--- config.mk ---
export PLATFORM = sky130hd
export DESIGN_NAME = i2c_reg_ctrl
export DESIGN_NICKNAME = d
export VERILOG_FILES = /design/src/rtl/i2c_reg_pkg.sv /design/src/rtl/i2c_reg_ctrl.sv
export SDC_FILE = /design/constraint.sdc
export NUM_CORES = 1
export LEC_CHECK = 0
export BUFFER_PORTS_ARGS = -buffer_cell sky130_fd_sc_hd__buf_2
export CORE_ASPECT_RATIO = 0.6
export CORE_MARGIN = 2
export CORE_UTILIZATION = 25
export DETAILED_ROUTE_END_ITERATION = 16
export GPL_ROUTABILITY_DRIVEN = 0
export PLACE_DENSITY = 0.5
export REMOVE_ABC_BUFFERS = 1
export SLEW_MARGIN = 20
export SYNTH_ARGS = -nofsm -noshare
export SYNTH_HDL_FRONTEND = slang
export SYNTH_SLANG_ARGS = --single-unit
--- constraint.sdc ---
create_clock -name clk -period 2.8 [get_ports clk]
set_input_delay 0.84 -clock clk [delete_from_list [all_inputs] [get_ports clk]]
set_output_delay 0.84 -clock clk [all_outputs]
set_load 0.05 [all_outputs]
--- src/rtl/i2c_reg_pkg.sv ---
// i2c_reg_pkg: shared types and constants for the I2C register controller.
// Holds the controller state encoding, default device address, R/nW index.
package i2c_reg_pkg;

    typedef enum logic [2:0] {
        ST_IDLE     = 3'd0,
        ST_PTR      = 3'd1,
        ST_WR       = 3'd2,
        ST_RD_ISSUE = 3'd3,
        ST_RD_WAIT  = 3'd4,
        ST_RD_HOLD  = 3'd5,
        ST_IGNORE   = 3'd6
    } state_t;

    localparam logic [6:0] I2C_ADDR_DEFAULT = 7'h42;
    localparam int         RW_BIT           = 0;

endpackage

--- src/rtl/i2c_reg_ctrl.sv ---
// i2c_reg_ctrl: sequences an I2C slave engine onto a byte register port.
// Ports: slave strobes/bytes in, stall/data_tx out; bank wr/rd port; busy.
module i2c_reg_ctrl
    import i2c_reg_pkg::*;
#(
    parameter logic [6:0] I2C_ADDR = I2C_ADDR_DEFAULT,
    parameter int         ADDR_W   = 4
) (
    input  logic              clk,
    input  logic              rst_n,
    input  logic [7:0]        addr_rw,
    input  logic              addr_rw_valid_stb,
    input  logic [7:0]        data_rx,
    input  logic              data_rx_valid_stb,
    input  logic              data_tx_done_stb,
    input  logic              error_stb,
    output logic              stall,
    output logic [7:0]        data_tx,
    output logic              reg_wr_en,
    output logic [ADDR_W-1:0] reg_wr_addr,
    output logic [7:0]        reg_wr_data,
    output logic [ADDR_W-1:0] reg_rd_addr,
    input  logic [7:0]        reg_rd_data,
    output logic              busy
);

    localparam logic [ADDR_W-1:0] PTR_ONE = 1;

    state_t            state;
    logic [ADDR_W-1:0] ptr;
    logic [ADDR_W-1:0] ptr_nxt;

    assign ptr_nxt = ptr + PTR_ONE;

    always_ff @(posedge clk or negedge rst_n) begin
        if (!rst_n) begin
            state       <= ST_IDLE;
            ptr         <= '0;
            stall       <= 1'b0;
            data_tx     <= 8'h00;
            reg_wr_en   <= 1'b0;
            reg_wr_addr <= '0;
            reg_wr_data <= 8'h00;
            reg_rd_addr <= '0;
            busy        <= 1'b0;
        end else begin
            reg_wr_en <= 1'b0;
            if (error_stb) begin
                state <= ST_IDLE;
                stall <= 1'b0;
                busy  <= 1'b0;
            end else if (addr_rw_valid_stb) begin
                // Also handles repeated start: ptr is kept as-is.
                busy <= 1'b1;
                if (addr_rw[7:1] != I2C_ADDR) begin
                    state <= ST_IGNORE;
                    stall <= 1'b0;
                end else if (!addr_rw[RW_BIT]) begin
                    state <= ST_PTR;
                    stall <= 1'b0;
                end else begin
                    state       <= ST_RD_ISSUE;
                    stall       <= 1'b1;
                    reg_rd_addr <= ptr;
                end
            end else begin
                unique case (state)
                    ST_PTR: begin
                        if (data_rx_valid_stb) begin
                            ptr   <= data_rx[ADDR_W-1:0];
                            state <= ST_WR;
                        end
                    end
                    ST_WR: begin
                        if (data_rx_valid_stb) begin
                            reg_wr_en   <= 1'b1;
                            reg_wr_addr <= ptr;
                            reg_wr_data <= data_rx;
                            ptr         <= ptr_nxt;
                        end
                    end
                    ST_RD_ISSUE: begin
                        // Bank samples reg_rd_addr at this edge.
                        stall <= 1'b1;
                        state <= ST_RD_WAIT;
                    end
                    ST_RD_WAIT: begin
                        data_tx <= reg_rd_data;
                        stall   <= 1'b0;
                        state   <= ST_RD_HOLD;
                    end
                    ST_RD_HOLD: begin
                        // Prefetch next byte; advances even on NACK.
                        if (data_tx_done_stb) begin
                            ptr         <= ptr_nxt;
                            reg_rd_addr <= ptr_nxt;
                            stall       <= 1'b1;
                            state       <= ST_RD_ISSUE;
                        end
                    end
                    default: begin
                    end
                endcase
            end
        end
    end

endmodule

==> results of run 1 <==
[registers in the layout, summed over array words and instances (netlist names)]
signal and flops:
busy 1, data_tx 8, ptr 4, reg_rd_addr 4, reg_wr_addr 4, reg_wr_data 8, reg_wr_en 1, stall 1
state 3
[per-stage QoR]
| step | setup slack (ps) | utilization |
|---|---|---|
| 6_report | 791 | 0.334 |
| 5_1_grt | 689 | 0.334 |
| 4_1_cts | 802 | 0.334 |
| 3_5_place_dp | 507 | 0.319 |
| 3_3_place_gp | 508 | 0.319 |
| 2_1_floorplan | 744 | - |
[synth_stat cells, types with 2 or more instances]
cell type                  instances
sky130_fd_sc_hd__a211oi_1          2
sky130_fd_sc_hd__a21boi_0          2
sky130_fd_sc_hd__a21oi_1           4
sky130_fd_sc_hd__a22oi_1           2
sky130_fd_sc_hd__buf_2             4
sky130_fd_sc_hd__dfrtp_1          34
sky130_fd_sc_hd__inv_1             6
sky130_fd_sc_hd__mux2_2           27
sky130_fd_sc_hd__mux2i_1           3
sky130_fd_sc_hd__nand2_1           5
sky130_fd_sc_hd__nand2b_1          2
sky130_fd_sc_hd__nand4_1           2
sky130_fd_sc_hd__nor2_1            8
sky130_fd_sc_hd__nor2b_1           2
sky130_fd_sc_hd__o21ai_0           6
sky130_fd_sc_hd__xnor2_1           2
[final cells by class]
class,instances,area (um2),area share
sequential,34,851,0.413
multi-input combinational,85,711,0.345
timing repair buffer,56,280,0.136
tap,84,105,0.0510
clock buffer,7,86.3,0.0419
inverter,6,22.5,0.0109
clock inverter,1,5.00,0.00243
[worst min-delay path, cell delays in order, from the launching register on]
cell and delay [ps]:
sky130_fd_sc_hd__dfrtp_1 340, sky130_fd_sc_hd__nor2_1 40, sky130_fd_sc_hd__nor2_1 80
[where the power goes]
group / switching, W / total, W / internal, W
logic: 0.000567 / 0.000808 / 0.000241
registers: 0.0000989 / 0.000728 / 0.000629
clock network: 0.000180 / 0.000379 / 0.000199
total: 0.000847 / 0.00192 / 0.00107
[layout by cell type, fill, tap and decap left out, drive strengths merged]
| cell type | instances |
|---|---|
| nand2 | 5 |
| a22oi | 2 |
| inv | 6 |
| mux2 | 27 |
| a22o | 2 |
| a21oi | 4 |
| nand2b | 2 |
| nand3b | 1 |
| ha | 1 |
| nand3 | 1 |
| o22a | 1 |
| mux2i | 3 |
| nor2 | 8 |
| a21boi | 2 |
| and4bb | 1 |
| xor2 | 1 |
| clkinv | 1 |
| a211oi | 2 |
| a31oi | 1 |
| xnor2 | 2 |
| o2bb2ai | 1 |
| or3b | 1 |
| clkbuf | 7 |
| a2bb2oi | 1 |
| o21ai | 6 |
| nor2b | 2 |
| dfrtp | 34 |
| o31ai | 2 |
| or2 | 1 |
| nand4 | 3 |
| buf | 56 |
| nor4b | 2 |
[layer usage]
layer / wire [um] / up-vias
met5: 0 / -
met3: 257 / 0
met1: 1970 / 552
li1: - / 586
met4: 0 / 0
met2: 1350 / 41
[worst paths after layout]
path                       depth (start not counted)               from              to
min                                                2               busy            busy
max reg2reg                                        3           state[0]  reg_wr_data[4]
min in group asynchronous                          1              rst_n        state[2]
max in group asynchronous                          1              rst_n      data_tx[1]
min reg2reg                                        2               busy            busy
max                                                4  addr_rw_valid_stb  reg_wr_data[4]
[cell families after synthesis]
family                     Yosys count  share of synthesized area
DFF                                 34                      0.527
xor gates and xnor gates             3                     0.0163
buffers and inverters               12                     0.0333
and+or+nand+nor                     27                      0.101
muxes                               30                      0.207
AOI/OAI and AO/OA                   24                      0.108
adders and majority gates            1                    0.00774
==> impl_metrics.xml, run 1 <==
<?xml version="1.0" encoding="UTF-8"?>
<metrics>
  <group name="synth">
    <metric name="summed_instance_area_of_the_synthesized_netlist" unit="mm2">0.00162</metric>
    <metric name="ys_types" unit="">36</metric>
    <metric name="synthArstFlopShare" unit="">1.00</metric>
    <metric name="yosys_register_bits" unit="">34</metric>
    <metric name="post_synth.cell_area_avg" unit="um2">12.3</metric>
    <metric name="synth_edf_count" unit="">0</metric>
    <metric name="synth_largest_area_cell" unit="">sky130_fd_sc_hd__dfrtp_1</metric>
    <metric name="ys_seq_area_frac" unit="">0.527</metric>
    <metric name="synthTopCellsByArea" unit="">sky130_fd_sc_hd__dfrtp_1 53%, sky130_fd_sc_hd__mux2_2 19%, sky130_fd_sc_hd__mux2i_1 1.9%</metric>
    <metric name="synth_top_area_frac" unit="">0.527</metric>
    <metric name="synth_flop_type" unit="">sky130_fd_sc_hd__dfrtp_1</metric>
    <metric name="yosysWarningCount" unit="">0</metric>
    <metric name="synthCells" unit="">131</metric>
  </group>
  <group name="floorplan">
    <metric name="initial_core_utilization" unit="">0.262</metric>
    <metric name="fp.coreArea" unit="mm2">0.00617</metric>
    <metric name="die_width" unit="um">108</metric>
    <metric name="num_io_pins" unit="">57</metric>
    <metric name="rows" unit="">22</metric>
    <metric name="die_height" unit="um">66.3</metric>
    <metric name="fp.dieArea" unit="mm2">0.00714</metric>
  </group>
  <group name="sta">
    <metric name="period_share" unit="">0.717</metric>
    <metric name="final_period_minus_worst_setup_slack" unit="ps">2010</metric>
    <metric name="fin_setup_tns" unit="ps">0</metric>
    <metric name="tightestPinTransition" unit="ps">787</metric>
    <metric name="report.final.hold_viol_count" unit="">0</metric>
    <metric name="relSlewSlack" unit="">0.476</metric>
    <metric name="finalSetupViolCount" unit="">0</metric>
    <metric name="holdWs" unit="ps">494</metric>
    <metric name="setup_repair_after_global_routing_missed_its_margin" unit="">no</metric>
    <metric name="worst_skew" unit="ps">9.14</metric>
    <metric name="final-max-slew-violation-count" unit="">0</metric>
    <metric name="achievable-frequency" unit="MHz">498</metric>
  </group>
  <group name="power">
    <metric name="p_total" unit="W">0.00192</metric>
    <metric name="power_density" unit="mW/mm2">929</metric>
    <metric name="leakage" unit="nW">1.00</metric>
    <metric name="max-vdd-ir-drop" unit="mV">0.447</metric>
  </group>
  <group name="clock_tree">
    <metric name="holdBufCountCts" unit="">0</metric>
    <metric name="clkSinkCount" unit="">34</metric>
    <metric name="clk_root_buffer_cell" unit="">sky130_fd_sc_hd__clkbuf_8</metric>
    <metric name="post_cts.repair.setup_buffers" unit="">0</metric>
    <metric name="tritoncts.num_buffers" unit="">5</metric>
    <metric name="cts_tree" unit="">built</metric>
    <metric name="clock_path_buffers" unit="">2</metric>
    <metric name="worst_setup_hold_path_clk_slew" unit="ps">70</metric>
    <metric name="clock_tree.htree_level_count" unit="">2</metric>
    <metric name="clock_latency" unit="ps">280</metric>
    <metric name="cts_resized" unit="">0</metric>
  </group>
  <group name="worst_setup_path">
    <metric name="critPathArrivalTime" unit="ps">2170</metric>
    <metric name="critical_path_top_delay_cell" unit="">sky130_fd_sc_hd__nand2_1</metric>
    <metric name="end_kind" unit="">flop</metric>
    <metric name="timing_worst_setup_path_type" unit="">input pin to flop</metric>
    <metric name="timing.critical_path.slowest_cell_delay" unit="ps">430</metric>
    <metric name="critical_path.max_fanout" unit="">14</metric>
    <metric name="cp.required" unit="ps">2970</metric>
    <metric name="crit_path_cell_trace" unit="">buf_2, nor2_1, nand2_1, mux2_2</metric>
    <metric name="timing.critical_path.max_delay_family" unit="">simple AND/OR/NAND/NOR gates</metric>
    <metric name="worst-r2r-setup-slack" unit="ps">980</metric>
    <metric name="buffers_plus_inverters_on_the_worst_setup_path" unit="">1</metric>
    <metric name="worst_setup_path_start_kind" unit="">input pin</metric>
  </group>
  <group name="place">
    <metric name="dp.cells" unit="">265</metric>
    <metric name="io_buffers" unit="">56</metric>
    <metric name="placed_area" unit="mm2">0.00197</metric>
  </group>
  <group name="global_routing">
    <metric name="groute.usage.overall" unit="">0.107</metric>
    <metric name="grt_util_met3" unit="">0.0463</metric>
    <metric name="wire_length_of_the_first_global_routing_pass" unit="mm">5.75</metric>
    <metric name="via_count_of_the_first_global_routing_pass" unit="">1095</metric>
    <metric name="grt_antenna_before_repair" unit="">0</metric>
    <metric name="gr_overflow_total" unit="">0</metric>
    <metric name="grt_max_degree" unit="">35</metric>
    <metric name="m1_gr_usage" unit="">0.166</metric>
    <metric name="grtUsageMet2" unit="">0.134</metric>
    <metric name="grt_busiest_layer" unit="">met1</metric>
  </group>
  <group name="routing">
    <metric name="final_antenna_net_count" unit="">0</metric>
    <metric name="drt-total-wl" unit="mm">3.58</metric>
    <metric name="wl_per_cell" unit="um">13.1</metric>
    <metric name="route.detailed.drc" unit="">0</metric>
    <metric name="drt-pass1-iter-count" unit="">4</metric>
    <metric name="drt_iter0_drc" unit="">59</metric>
    <metric name="routed_via_density" unit="">4.32</metric>
    <metric name="route.vias.total" unit="">1179</metric>
  </group>
  <group name="hold_path">
    <metric name="hp-class" unit="">flop to flop</metric>
  </group>
  <group name="cells_and_area">
    <metric name="design.final.nets" unit="">219</metric>
    <metric name="post_route_cells_drive_above_1_share" unit="">0.513</metric>
    <metric name="antenna_fix_cells" unit="">0</metric>
    <metric name="final.fill_count" unit="">635</metric>
    <metric name="final_design_area_no_fill" unit="mm2">0.00206</metric>
    <metric name="stdcell_count" unit="">273</metric>
    <metric name="area_growth" unit="%">27.6</metric>
  </group>
  <group name="flow_run">
    <metric name="max-cap-violations" unit="">0</metric>
  </group>
  <group name="run_status">
    <metric name="run_status" unit="">completed</metric>
  </group>
</metrics>
Note: power is estimated with default switching activity, not from simulation.
==> inputs of run 2 (changes only) <==
--- a/config.mk
+++ b/config.mk
@@ -5,13 +5,14 @@
 export SDC_FILE = /design/constraint.sdc
 export NUM_CORES = 1
 export LEC_CHECK = 0
+export ABC_AREA = 1
 export BUFFER_PORTS_ARGS = -buffer_cell sky130_fd_sc_hd__buf_2
 export CORE_ASPECT_RATIO = 0.6
 export CORE_MARGIN = 2
 export CORE_UTILIZATION = 25
 export DETAILED_ROUTE_END_ITERATION = 16
 export GPL_ROUTABILITY_DRIVEN = 0
-export PLACE_DENSITY = 0.5
+export PLACE_DENSITY = 0.49
 export REMOVE_ABC_BUFFERS = 1
 export SLEW_MARGIN = 20
 export SYNTH_ARGS = -nofsm -noshare
==> constraint.sdc (replaced) <==
create_clock -name clk -period 1.9 [get_ports clk]
set_input_delay 0.57 -clock clk [delete_from_list [all_inputs] [get_ports clk]]
set_output_delay 0.57 -clock clk [all_outputs]
set_load 0.05 [all_outputs]
==> run 2 against run 1 <==
Effect of this change: critical path depth shrank 3; clock skew shrank 5.1 ps; critical path type is now flop to primary output; register-to-register slack lost 560 ps; highest routed layer is now met4; critical endpoint is now reg_rd_addr[0]; synthesized cell count grew 65%; largest power group unchanged.
==> impl_metrics.xml, run 2 <==
<?xml version="1.0" encoding="UTF-8"?>
<metrics>
  <group name="worst_setup_path">
    <metric name="cp.required" unit="ps">1330</metric>
    <metric name="crit_path_cell_trace" unit="">buf_2</metric>
    <metric name="worst_setup_path_start_kind" unit="">flop</metric>
    <metric name="timing.critical_path.slowest_cell_delay" unit="ps">360</metric>
    <metric name="end_kind" unit="">primary output</metric>
    <metric name="timing_worst_setup_path_type" unit="">flop to primary output</metric>
    <metric name="critPathArrivalTime" unit="ps">910</metric>
    <metric name="critical_path.max_fanout" unit="">2</metric>
    <metric name="timing.critical_path.max_delay_family" unit="">flip-flops</metric>
    <metric name="buffers_plus_inverters_on_the_worst_setup_path" unit="">1</metric>
    <metric name="critical_path_top_delay_cell" unit="">sky130_fd_sc_hd__dfrtp_1</metric>
    <metric name="worst-r2r-setup-slack" unit="ps">420</metric>
  </group>
  <group name="routing">
    <metric name="drt-pass1-iter-count" unit="">4</metric>
    <metric name="routed_via_density" unit="">4.26</metric>
    <metric name="drt-total-wl" unit="mm">4.24</metric>
    <metric name="wl_per_cell" unit="um">11.6</metric>
    <metric name="drt_iter0_drc" unit="">83</metric>
    <metric name="route.detailed.drc" unit="">0</metric>
    <metric name="final_antenna_net_count" unit="">0</metric>
    <metric name="route.vias.total" unit="">1550</metric>
  </group>
  <group name="sta">
    <metric name="final_period_minus_worst_setup_slack" unit="ps">1480</metric>
    <metric name="worst_skew" unit="ps">4.07</metric>
    <metric name="relSlewSlack" unit="">0.720</metric>
    <metric name="achievable-frequency" unit="MHz">676</metric>
    <metric name="final-max-slew-violation-count" unit="">0</metric>
    <metric name="report.final.hold_viol_count" unit="">0</metric>
    <metric name="tightestPinTransition" unit="ps">420</metric>
    <metric name="layout_setup_ws" unit="ps">421</metric>
    <metric name="setup_repair_after_global_routing_missed_its_margin" unit="">no</metric>
    <metric name="fin_setup_tns" unit="ps">0</metric>
    <metric name="finalSetupViolCount" unit="">0</metric>
    <metric name="period_share" unit="">0.778</metric>
  </group>
  <group name="power">
    <metric name="power.combinational.fraction" unit="">0.423</metric>
    <metric name="power.net_switching" unit="W">0.00151</metric>
    <metric name="max-vdd-ir-drop" unit="mV">0.619</metric>
    <metric name="pwr-share-clk" unit="">0.233</metric>
    <metric name="p_total" unit="W">0.00327</metric>
    <metric name="power_density" unit="mW/mm2">1470</metric>
    <metric name="leakage" unit="nW">1.23</metric>
    <metric name="seqPwrFrac" unit="">0.345</metric>
    <metric name="swShare" unit="">0.461</metric>
    <metric name="intPower" unit="W">0.00176</metric>
  </group>
  <group name="cells_and_area">
    <metric name="area_growth" unit="%">30.0</metric>
    <metric name="layout_commonest_cell" unit="">sky130_fd_sc_hd__nand2_1</metric>
    <metric name="antenna_fix_cells" unit="">0</metric>
    <metric name="final.fill_count" unit="">721</metric>
    <metric name="layout_top_registers" unit="">data_tx: 8 flops, reg_wr_data: 8 flops</metric>
    <metric name="mostFrequentLayoutCells" unit="">91 x sky130_fd_sc_hd__nand2_1, 56 x sky130_fd_sc_hd__buf_2, 34 x sky130_fd_sc_hd__dfrtp_1</metric>
    <metric name="final_util" unit="">0.335</metric>
    <metric name="design.final.nets" unit="">308</metric>
    <metric name="post_route_cells_drive_above_1_share" unit="">0.303</metric>
  </group>
  <group name="flow_run">
    <metric name="max-cap-violations" unit="">0</metric>
  </group>
  <group name="place">
    <metric name="io_buffers" unit="">56</metric>
    <metric name="dp.final_hpwl" unit="mm">3.34</metric>
    <metric name="dp_worst_setup_slack" unit="ps">191</metric>
  </group>
  <group name="clock_tree">
    <metric name="tritoncts.num_buffers" unit="">5</metric>
    <metric name="clock_path_buffers" unit="">2</metric>
    <metric name="clk_root_buffer_cell" unit="">sky130_fd_sc_hd__clkbuf_16</metric>
    <metric name="cts_tree" unit="">built</metric>
    <metric name="clock_latency" unit="ps">280</metric>
    <metric name="cts_resized" unit="">0</metric>
    <metric name="worst_setup_hold_path_clk_slew" unit="ps">50</metric>
    <metric name="post_cts.repair.setup_buffers" unit="">0</metric>
    <metric name="clock_tree.htree_level_count" unit="">2</metric>
    <metric name="clkSinkCount" unit="">34</metric>
    <metric name="holdBufCountCts" unit="">0</metric>
  </group>
  <group name="synth">
    <metric name="list_of_most_frequent_post_synthesis_cells" unit="">91 x sky130_fd_sc_hd__nand2_1, 34 x sky130_fd_sc_hd__dfrtp_1, 21 x sky130_fd_sc_hd__nand3_1</metric>
    <metric name="synthTopCellsByArea" unit="">sky130_fd_sc_hd__dfrtp_1 50%, sky130_fd_sc_hd__nand2_1 20%, sky130_fd_sc_hd__nand3_1 6.1%</metric>
    <metric name="synth_edf_count" unit="">0</metric>
    <metric name="synthArstFlopShare" unit="">1.00</metric>
    <metric name="synth_flop_type" unit="">sky130_fd_sc_hd__dfrtp_1</metric>
    <metric name="synthCells" unit="">216</metric>
    <metric name="yosysWarningCount" unit="">0</metric>
    <metric name="ys_seq_area_frac" unit="">0.496</metric>
    <metric name="yosys.cell_count.top_type" unit="">sky130_fd_sc_hd__nand2_1</metric>
    <metric name="synth_largest_area_cell" unit="">sky130_fd_sc_hd__dfrtp_1</metric>
    <metric name="post_synth.cell_area_avg" unit="um2">7.94</metric>
    <metric name="yosys_register_bits" unit="">34</metric>
    <metric name="synth_top_area_frac" unit="">0.496</metric>
    <metric name="summed_instance_area_of_the_synthesized_netlist" unit="mm2">0.00171</metric>
    <metric name="ys_types" unit="">26</metric>
  </group>
  <group name="floorplan">
    <metric name="die_width" unit="um">111</metric>
    <metric name="die_height" unit="um">68.1</metric>
    <metric name="rows" unit="">23</metric>
    <metric name="fp.dieArea" unit="mm2">0.00756</metric>
    <metric name="num_io_pins" unit="">57</metric>
    <metric name="initial_core_utilization" unit="">0.258</metric>
    <metric name="fp.coreArea" unit="mm2">0.00665</metric>
  </group>
  <group name="global_routing">
    <metric name="via_count_of_the_first_global_routing_pass" unit="">1453</metric>
    <metric name="gr_overflow_total" unit="">0</metric>
    <metric name="grt_max_degree" unit="">19</metric>
    <metric name="wire_length_of_the_first_global_routing_pass" unit="mm">7.22</metric>
    <metric name="groute.usage.overall" unit="">0.125</metric>
    <metric name="grt_antenna_before_repair" unit="">0</metric>
  </group>
  <group name="hold_path">
    <metric name="hp-class" unit="">input pin to asynchronous set/reset pin</metric>
  </group>
  <group name="run_status">
    <metric name="run_status" unit="">completed</metric>
  </group>
</metrics>
run 2: cell count changes in the layout (fill, tap and decap cells not counted), moves of 3 or more:
cell,change
sky130_fd_sc_hd__nand2_2,+4
sky130_fd_sc_hd__mux2i_1,-3
sky130_fd_sc_hd__inv_1,+7
sky130_fd_sc_hd__clkbuf_16,+5
sky130_fd_sc_hd__inv_2,+4
sky130_fd_sc_hd__nand2_1,+86
sky130_fd_sc_hd__mux2_2,-27
sky130_fd_sc_hd__clkbuf_8,-6
sky130_fd_sc_hd__nand4_1,+5
sky130_fd_sc_hd__nand3_1,+20
sky130_fd_sc_hd__a21oi_1,-3
sky130_fd_sc_hd__o21ai_0,+5
run 2: through the flow:
stage,cell area [um2],std cells,hold slack (ps)
6_report,2230,364,224
3_5_place_dp,2090,357,458
4_1_cts,2230,364,232
3_3_place_gp,2090,357,450
2_1_floorplan,1680,212,274
5_1_grt,2230,364,252
run 2: power groups by stage:
stage / sequential (W) / clock (W) / combinational [W]
finish: 0.00113 / 0.000761 / 0.00138
global placement: 0.00114 / 0 / 0.00139
floorplan: 0.00178 / 0 / 0.000373
global route: 0.00116 / 0.000810 / 0.00151
CTS: 0.00113 / 0.000782 / 0.00140
detailed placement: 0.00114 / 0 / 0.00140
run 2: per-layer routing:
layer / global-route usage / routed length (um) / vias to the layer above
li1: - / - / 814
met1: 0.181 / 2290 / 686
met2: 0.162 / 1520 / 44
met3: 0.0478 / 361 / 6
met4: 0.0516 / 63 / 0
met5: 0 / 0 / -
run 2: final timing paths:
kind	from	endpoint	cells past startpoint
worst max-delay path	reg_rd_addr[0]	reg_rd_addr[0]	1
worst min-delay path	rst_n	reg_wr_addr[2]	1
worst max register to register	state[1]	data_tx[2]	6
worst min register to register	data_tx[2]	data_tx[2]	2
max in group asynchronous	rst_n	reg_wr_addr[0]	2
min in group clk	data_tx[2]	data_tx[2]	2
run 2: final cells by class:
| cell class | count | area [um2] | share of cell area |
|---|---|---|---|
| repair buffers | 58 | 308 | 0.138 |
| multi-input cells | 159 | 751 | 0.337 |
| flip-flops and latches | 34 | 851 | 0.382 |
| well taps | 87 | 109 | 0.0488 |
| clock inverters | 2 | 10.0 | 0.00449 |
| inverters | 19 | 75.1 | 0.0337 |
| clock buffers | 5 | 125 | 0.0561 |
run 2: cells by family (layout without fill, tap and decap cells):
logic type                 Yosys count  after routing  synth area share
DFF                                 34             34             0.496
AOI/OAI and AO/OA                   14             14            0.0431
adders and majority gates            1              1           0.00730
xor gates and xnor gates             1              1           0.00511
buffers and inverters               23             84            0.0657
and+or+nand+nor                    143            143             0.382
==> inputs of run 3 (changes only) <==
--- a/config.mk
+++ b/config.mk
@@ -5,14 +5,14 @@
 export SDC_FILE = /design/constraint.sdc
 export NUM_CORES = 1
 export LEC_CHECK = 0
-export ABC_AREA = 1
+export ABC_AREA = 0
 export BUFFER_PORTS_ARGS = -buffer_cell sky130_fd_sc_hd__buf_2
 export CORE_ASPECT_RATIO = 0.6
 export CORE_MARGIN = 2
 export CORE_UTILIZATION = 25
 export DETAILED_ROUTE_END_ITERATION = 16
 export GPL_ROUTABILITY_DRIVEN = 0
-export PLACE_DENSITY = 0.49
+export PLACE_DENSITY = 0.51
 export REMOVE_ABC_BUFFERS = 1
 export SLEW_MARGIN = 20
 export SYNTH_ARGS = -nofsm -noshare
==> constraint.sdc (replaced) <==
create_clock -name clk -period 1.25 [get_ports clk]
set_input_delay 0.375 -clock clk [delete_from_list [all_inputs] [get_ports clk]]
set_output_delay 0.375 -clock clk [all_outputs]
set_load 0.05 [all_outputs]
==> run 3 against run 2 <==
Effect of this change: the flow now finishes with violations (setup timing); worst setup slack worse by 620 ps; flip-flop and latch count stayed put; cell area is 20% higher; clock-buffer cell count is 1 higher; via count is 15% lower; global-route usage is 0.19 points higher; sequential power is 46% higher; worst hold slack worse by 190 ps; non-clock buffer count is 30 higher; clock power is 6.8% higher; routed wire length is 1.4% higher; critical endpoint is now reg_wr_addr[1]; largest power group unchanged.
==> impl_metrics.xml, run 3 (same netlist as run 1, synthesis figures left out) <==
<?xml version="1.0" encoding="UTF-8"?>
<metrics>
  <group name="worst_setup_path">
    <metric name="timing_worst_setup_path_type" unit="">flop to flop</metric>
    <metric name="critical_path.max_fanout" unit="">7</metric>
    <metric name="crit_path_cell_trace" unit="">and4bb_2, nand2_2, buf_8, mux2_4</metric>
    <metric name="end_kind" unit="">flop</metric>
    <metric name="critical_path_top_delay_cell" unit="">sky130_fd_sc_hd__dfrtp_1</metric>
    <metric name="critPathArrivalTime" unit="ps">1610</metric>
    <metric name="cp.required" unit="ps">1420</metric>
    <metric name="timing.critical_path.slowest_cell_delay" unit="ps">440</metric>
    <metric name="worst_setup_path_start_kind" unit="">flop</metric>
  </group>
  <group name="clock_tree">
    <metric name="worst_setup_hold_path_clk_slew" unit="ps">70</metric>
    <metric name="clock_path_buffers" unit="">2</metric>
    <metric name="tritoncts.num_buffers" unit="">5</metric>
    <metric name="clk_root_buffer_cell" unit="">sky130_fd_sc_hd__clkbuf_8</metric>
    <metric name="cts_tree" unit="">built</metric>
    <metric name="clock_latency" unit="ps">280</metric>
    <metric name="clock_tree.htree_level_count" unit="">2</metric>
    <metric name="clkSinkCount" unit="">34</metric>
  </group>
  <group name="global_routing">
    <metric name="grt_max_degree" unit="">35</metric>
    <metric name="via_count_of_the_first_global_routing_pass" unit="">1352</metric>
    <metric name="wire_length_of_the_first_global_routing_pass" unit="mm">6.87</metric>
    <metric name="grt_antenna_before_repair" unit="">0</metric>
    <metric name="gr_overflow_total" unit="">0</metric>
    <metric name="groute.usage.overall" unit="">0.127</metric>
  </group>
  <group name="cells_and_area">
    <metric name="antenna_fix_cells" unit="">0</metric>
    <metric name="area_occupied_by_registers" unit="um2">852</metric>
    <metric name="area_taken_by_multi_input_logic_gates" unit="um2">896</metric>
    <metric name="design.final.nets" unit="">251</metric>
    <metric name="post_route_cells_drive_above_1_share" unit="">0.667</metric>
    <metric name="final_design_area_no_fill" unit="mm2">0.00268</metric>
    <metric name="layout_top_registers" unit="">data_tx: 8 flops, reg_wr_data: 8 flops</metric>
    <metric name="area_growth" unit="%">66.2</metric>
    <metric name="final.fill_count" unit="">593</metric>
    <metric name="final_util" unit="">0.435</metric>
    <metric name="layout_commonest_cell" unit="">sky130_fd_sc_hd__dfrtp_1</metric>
    <metric name="mostFrequentLayoutCells" unit="">33 x sky130_fd_sc_hd__dfrtp_1, 30 x sky130_fd_sc_hd__buf_6, 29 x sky130_fd_sc_hd__buf_4</metric>
  </group>
  <group name="floorplan">
    <metric name="fp.dieArea" unit="mm2">0.00714</metric>
    <metric name="fp.coreArea" unit="mm2">0.00617</metric>
    <metric name="die_height" unit="um">66.3</metric>
    <metric name="initial_core_utilization" unit="">0.262</metric>
    <metric name="die_width" unit="um">108</metric>
    <metric name="rows" unit="">22</metric>
    <metric name="num_io_pins" unit="">57</metric>
  </group>
  <group name="routing">
    <metric name="routed_via_density" unit="">4.35</metric>
    <metric name="route.vias.total" unit="">1319</metric>
    <metric name="route.detailed.drc" unit="">0</metric>
    <metric name="drt-pass1-iter-count" unit="">4</metric>
    <metric name="drt_iter0_drc" unit="">29</metric>
    <metric name="wl_per_cell" unit="um">14.2</metric>
    <metric name="drt-total-wl" unit="mm">4.30</metric>
    <metric name="final_antenna_net_count" unit="">0</metric>
  </group>
  <group name="sta">
    <metric name="layout_setup_ws" unit="ps">-199</metric>
    <metric name="final_period_minus_worst_setup_slack" unit="ps">1450</metric>
    <metric name="setup_repair_after_global_routing_missed_its_margin" unit="">yes</metric>
    <metric name="worst_skew" unit="ps">6.61</metric>
    <metric name="fin_setup_tns" unit="ps">-5280</metric>
    <metric name="finalSetupViolCount" unit="">33</metric>
    <metric name="final-max-slew-violation-count" unit="">0</metric>
    <metric name="relSlewSlack" unit="">0.755</metric>
    <metric name="report.final.hold_viol_count" unit="">0</metric>
    <metric name="tightestPinTransition" unit="ps">368</metric>
    <metric name="period_share" unit="">1.16</metric>
    <metric name="achievable-frequency" unit="MHz">690</metric>
    <metric name="holdWs" unit="ps">36.2</metric>
  </group>
  <group name="power">
    <metric name="max-vdd-ir-drop" unit="mV">0.883</metric>
    <metric name="leakage" unit="nW">1.31</metric>
    <metric name="power_density" unit="mW/mm2">1870</metric>
  </group>
  <group name="place">
    <metric name="io_buffers" unit="">56</metric>
    <metric name="dp.final_hpwl" unit="mm">2.96</metric>
    <metric name="placed_area" unit="mm2">0.00219</metric>
  </group>
  <group name="hold_path">
    <metric name="hp-class" unit="">input pin to asynchronous set/reset pin</metric>
  </group>
  <group name="run_status">
    <metric name="run_status" unit="">finished, violations left</metric>
    <metric name="violated_checks" unit="">setup timing</metric>
  </group>
  <group name="flow_run">
    <metric name="max-cap-violations" unit="">0</metric>
  </group>
</metrics>
[run 3: per-layer routing]
layer,track usage,vias to the layer above,part of all wire
met5,0,-,0
met4,0.0240,0,0
met3,0.0483,0,0.067
met2,0.186,34,0.43
met1,0.177,634,0.50
li1,-,651,-
[run 3: worst max-delay path, delay by kind of cell, from the launching register on]
kind                   cells  cell delay, ps
AND/OR/NAND/NOR            2             450
buffers and inverters      1             160
flip-flops                 1             440
multiplexers               1             290
[run 3: what timing repair did]
item / in CTS / in global routing
gates cloned: 1 / 0
pin swaps: 3 / 6
resized for setup: 61 / 45
setup endpoints to repair: 59 / 53
buffers inserted: 1 / 2
hold buffers: 0 / 0
[run 3: power by group]
group	total [W]	internal [W]	switching, W
Combinational	0.00255	0.00112	0.00143
Clock	0.000813	0.000425	0.000388
Sequential	0.00165	0.00141	0.000241
[run 3: final cells by class]
class                   count  area share
multi-input cells          85       0.334
flip-flops and latches     34       0.317
repair buffers             88       0.270
well taps                  84      0.0392
clock buffers               6      0.0308
inverters                   6     0.00839
[run 3: metrics by stage]
step	std cells	power, W	worst slack (ps)
after floorplan	125	0.00297	-341
after global placement	293	0.00363	-453
after detailed placement	293	0.00364	-497
after CTS	301	0.00474	-181
after global routing	303	0.00530	-239
final	303	0.00501	-199
[run 3: path summary, 6_finish.rpt]
check | endpoint | cells past startpoint | slack [ps] | startpoint
hold / removal | state[2] | 2 | 40 | rst_n
max in group asynchronous | state[1] | 2 | 1010 | rst_n
min in group clk | reg_wr_data[7] | 2 | 320 | data_rx[7]
setup reg to reg | reg_wr_addr[1] | 4 | -200 | state[0]
setup / recovery | reg_wr_addr[1] | 4 | -200 | state[0]
hold reg to reg | data_tx[6] | 1 | 510 | data_tx[6]
